<file path="src/rtl/pwm_pkg.sv">
// pwm_pkg: shared constants and types for the PWM generator / meter pair.
//   CNT_W_DEF   default width of the meter counters and result registers
//   CNT_MAX     saturation value of a CNT_W_DEF-wide counter
//   GEN_PERIOD  period of the companion PWM generator, in clk cycles
//   meter_state_t  meter FSM states
package pwm_pkg;

  localparam int unsigned CNT_W_DEF  = 8;
  localparam logic [CNT_W_DEF-1:0] CNT_MAX = {CNT_W_DEF{1'b1}};
  localparam int unsigned GEN_PERIOD = 64;

  typedef enum logic {
    ARMED   = 1'b0,
    MEASURE = 1'b1
  } meter_state_t;

endpackage

</file>
<file path="src/rtl/sync_edge.sv">
// sync_edge: multi-flop synchroniser for an asynchronous input plus a
// rising-edge detector on the synchronised level.
//   clk, reset  clock, synchronous active-high reset
//   d           asynchronous input
//   s           synchronised level (last synchroniser stage)
//   rise        one-cycle pulse: s high now, low the cycle before
// SYNC_STAGES must be at least 2.
module sync_edge #(
  parameter int SYNC_STAGES = 2
) (
  input  logic clk,
  input  logic reset,
  input  logic d,
  output logic s,
  output logic rise
);

  logic [SYNC_STAGES-1:0] sync_q;
  logic                   s_prev;

  always_ff @(posedge clk) begin
    if (reset) begin
      sync_q <= '0;
      s_prev <= 1'b0;
    end else begin
      sync_q <= {sync_q[SYNC_STAGES-2:0], d};
      s_prev <= sync_q[SYNC_STAGES-1];
    end
  end

  assign s    = sync_q[SYNC_STAGES-1];
  assign rise = s & ~s_prev;

endmodule

</file>
<file path="src/rtl/pwm_meter.sv">
// pwm_meter: measures high time and period of a PWM input in clk cycles,
// both counted between consecutive rising edges of the synchronised input.
//   clk, reset  clock, synchronous active-high reset
//   pwm_in      asynchronous PWM input
//   sel         0 = high time, 1 = period on meas
//   meas        selected result register (combinational mux)
//   valid       one-cycle strobe, both result registers just updated
//   stuck       no rising edge within 2^CNT_W-1 cycles
//   level       synchronised input level
//
// state   | meaning
// ARMED   | waiting for a first rising edge; no measurement running
// MEASURE | counting since the last rising edge
module pwm_meter
  import pwm_pkg::*;
#(
  parameter int CNT_W       = CNT_W_DEF,
  parameter int SYNC_STAGES = 2
) (
  input  logic             clk,
  input  logic             reset,
  input  logic             pwm_in,
  input  logic             sel,
  output logic [CNT_W-1:0] meas,
  output logic             valid,
  output logic             stuck,
  output logic             level
);

  localparam logic [CNT_W-1:0] SAT = {CNT_W{1'b1}};
  localparam logic [CNT_W-1:0] ONE = CNT_W'(1);

  logic             s;
  logic             rise;
  meter_state_t     state;
  logic [CNT_W-1:0] period_cnt;
  logic [CNT_W-1:0] high_cnt;
  logic [CNT_W-1:0] period_q;
  logic [CNT_W-1:0] high_q;

  sync_edge #(
    .SYNC_STAGES(SYNC_STAGES)
  ) u_sync_edge (
    .clk  (clk),
    .reset(reset),
    .d    (pwm_in),
    .s    (s),
    .rise (rise)
  );

  // Counters start at 1 on a rise because the rise cycle itself is the
  // first cycle of the interval and s is already high in it.
  always_ff @(posedge clk) begin
    if (reset) begin
      state      <= ARMED;
      period_cnt <= '0;
      high_cnt   <= '0;
      period_q   <= '0;
      high_q     <= '0;
      valid      <= 1'b0;
      stuck      <= 1'b0;
    end else begin
      valid <= 1'b0;
      case (state)
        ARMED: begin
          if (rise) begin
            state      <= MEASURE;
            period_cnt <= ONE;
            high_cnt   <= ONE;
            stuck      <= 1'b0;
          end
        end
        MEASURE: begin
          // A rise wins over the timeout when both land on the same cycle.
          if (rise) begin
            period_q   <= period_cnt;
            high_q     <= high_cnt;
            valid      <= 1'b1;
            period_cnt <= ONE;
            high_cnt   <= ONE;
          end else if (period_cnt == SAT) begin
            stuck <= 1'b1;
            state <= ARMED;
          end else begin
            period_cnt <= period_cnt + ONE;
            if (s && (high_cnt != SAT)) begin
              high_cnt <= high_cnt + ONE;
            end
          end
        end
        default: state <= ARMED;
      endcase
    end
  end

  assign meas  = sel ? period_q : high_q;
  assign level = s;

endmodule

</file>
<file path="config.mk">
export PLATFORM = sky130hd
export DESIGN_NAME = pwm_meter
export DESIGN_NICKNAME = d
export VERILOG_FILES = /design/src/rtl/pwm_pkg.sv /design/src/rtl/sync_edge.sv /design/src/rtl/pwm_meter.sv
export SDC_FILE = /design/constraint.sdc
export NUM_CORES = 1
export LEC_CHECK = 0
export BUFFER_PORTS_ARGS = -buffer_cell sky130_fd_sc_hd__buf_2
export CORE_MARGIN = 5
export CORE_UTILIZATION = 45
export CTS_BUF_LIST = sky130_fd_sc_hd__clkbuf_8
export CTS_CLUSTER_DIAMETER = 150
export DETAILED_ROUTE_END_ITERATION = 10
export GPL_TIMING_DRIVEN = 1
export PLACE_DENSITY = 0.75
export SLEW_MARGIN = 20
export SYNTH_ARGS = -nofsm -noshare
export SYNTH_HDL_FRONTEND = slang
export SYNTH_SLANG_ARGS = --single-unit
</file>
<file path="constraint.sdc">
create_clock -name clk -period 3.6 [get_ports clk]
set_clock_uncertainty 0.2 [all_clocks]
set_input_delay 0.72 -clock clk [delete_from_list [all_inputs] [get_ports clk]]
set_output_delay 0.72 -clock clk [all_outputs]
set_load 0.01 [all_outputs]
</file>
==> impl_metrics.ini <==
[status]
status = completed

[timing]
final.setup.tns_ns = 0
hold_slack_ns = 0.246
hold_viol = 0
setup_viol = 0
fmaxAchievable_mhz = 428
finalCritPeriodShare_pct = 65.0
rsz0062_at_grt = false
slew_violations = 0
maxSlewHeadroom_pct = 56.2
tightest_slew_ns = 0.656
period_minus_slack_ns = 2.34

[flow_run]
drv_cap = 0

[synthesis]
yosysWarnings = 0
ys.flop_type = dfxtp_1
ys_ff_latch = 38
syn_inst = 193
synth_top_cell_by_area = dfxtp_1
synth_edf_count = 0
synth.top_cell.area_share_pct = 45.3
synth_nets = 199
yosys-top-cells-area = dfxtp_1 45%, nand2_1 8.5%, a21oi_1 7.5%
synth-async-reset-ratio_pct = 0
syn_avg_cell_area_um2 = 8.70
synth_cell_type_count = 39
yosysSeqAreaShare_pct = 45.3
syn_area_mm2 = 0.00168

[floorplan]
core.rowCount = 22
die_x_um = 71.1
design.core.area_mm2 = 0.00363
dieArea_mm2 = 0.00505
fp.dieH_um = 71.1
pin_count = 15
start_util_pct = 46.2

[cells_and_area]
fin_nets = 211
antenna_cells = 0
final_area_mm2 = 0.00191
final_core_util_pct = 52.7
drive_above_1_share_pct = 17.0
layout_common_cells = 38 x nand2_1, 38 x dfxtp_1, 25 x a21oi_1, 14 x buf_2, 11 x nor2_1
area_growth_pct = 13.9

[drt]
drc = 0
totalWireLength_mm = 3.42
vias = 1401
drt_first_pass_iters = 5
drtAntennaViolNets = 0
wl_per_cell_um = 13.5
via_per_inst = 5.52
drt_iter0_drc = 73

[critical_path]
cpPeakStageDelay_ns = 0.36
crit_required_ns = 2.68
crit_chain = buf_2 > mux2_2 > buf_2
crit_arrival_ns = 1.42
crit_slowest_cell = mux2_2
crit_path_frequent_cell = buf_2
criticalPathCategory = primary input to output port
cp_top_family = multiplexers
critPathMaxFanout = 8
path_buf_inv = 2
end_kind = output port
startpoint_type = primary input

[placed_design]
portBuffers = 14
hpwlAfterDp_mm = 2.33
place_area_mm2 = 0.00177
gp_congestion = 0.801

[clocking]
cts_resized = 0
cts_made_buffers = 5
clk_pin_slew_worst_paths_ns = 0.07
htree_levels = 2
hold_buffers = 0
cts_buffer_depth = 2
cts-root-buf = clkbuf_8
clk_latency_ns = 0.30
clock_sinks = 38
cts_setup_buffers = 0
cts_tree = yes

[power_and_ir_drop]
seqPwrFrac_pct = 47.5
p_clk_share_pct = 49.6
ir_drop_uv = 260
power_density_mw_per_mm2 = 474
pwr-share-comb_pct = 2.9
internal_power_uw = 728
switching_power_uw = 178
p_leak_nw = 0.687
swShare_pct = 19.7

[global_routing]
grt_usage_pct = 14.6
grt_max_degree = 29
grt_pass1_wl_mm = 5.88
antenna_found_initial = 0
grt_pass1_vias = 1259
grt_overflow = 0

[worst_hold_path]
hp-class = flop to flop
-- power groups by stage --
stage | Sequential, mW | Clock [mW] | Combinational [mW]
detailed placement | 0.440 | 0 | 0.0266
global placement | 0.440 | 0 | 0.0264
floorplan | 0.438 | 0 | 0.0220
CTS | 0.430 | 0.459 | 0.0267
global route | 0.431 | 0.477 | 0.0302
finish | 0.430 | 0.450 | 0.0265
-- state kept, by name, summed over array words and instances, names as in the netlist --
register	flops
high_cnt	8
stuck	1
valid	1
period_cnt	8
u_sync_edge.s_prev	1
state	1
period_q	8
u_sync_edge.sync_q	2
high_q	8
-- metrics by stage --
| stage | power [mW] | setup slack, ns | std cells |
|---|---|---|---|
| 2_1_floorplan | 0.460 | 1.30 | 193 |
| 3_3_place_gp | 0.466 | 1.25 | 246 |
| 3_5_place_dp | 0.467 | 1.26 | 246 |
| 4_1_cts | 0.916 | 1.26 | 254 |
| 5_1_grt | 0.939 | 1.23 | 254 |
| 6_report | 0.906 | 1.26 | 254 |
-- path summary, 6_finish.rpt --
check | startpoint | endpoint | slack, ns | cells after the start
worst min register to register | u_sync_edge.sync_q[0] | u_sync_edge.sync_q[1] | 0.25 | 1
worst max-delay path | sel | meas[0] | 1.26 | 3
worst max register to register | period_cnt[0] | high_cnt[7] | 1.72 | 5
worst min-delay path | u_sync_edge.sync_q[0] | u_sync_edge.sync_q[1] | 0.25 | 1
-- layer usage --
metal / routed length [µm] / GRT usage [%] / vias to the layer above
met2: 1510 / 20.8 / 43
met3: 278 / 3.84 / 5
met1: 1580 / 20.0 / 640
met4: 48 / 8.14 / 0
met5: 0 / 0 / -
li1: - / - / 713
-- cell usage after synthesis, drive strengths merged (2+ instances only) --
cell and instances:
inv 4, nand4 3, xor2 2, o31ai 5, nand2b 2, or3 2
nor2 12, nand3 10, ha 2, nor3b 2, mux2 8, or4 5
clkbuf 6, o2111ai 2, a21oi 25, o211ai 3, nand2 38, nor3 2
dfxtp 38, nor2b 4, buf 3, o21ai 4
-- cells by family (layout without fill, tap and decap cells) --
kind of cell / Yosys count / count (layout) / synth area share, %
compound gates: 46 / 46 / 18.0
xor+xnor: 2 / 2 / 1.04
fa+ha+maj: 2 / 2 / 1.49
buf+inv: 13 / 26 / 3.20
flops: 38 / 38 / 45.3
mux: 9 / 9 / 5.96
simple gates: 83 / 83 / 25.0
-- layout make-up --
class,count,area [µm²]
fill,369,1720
multi-input combinational,142,865
sequential,38,761
clock buffer,6,82.6
timing repair buffer,14,70.1
clock inverter,2,60.1
tap,48,60.1
inverter,4,15.0
(Power assumes the default switching activity.)
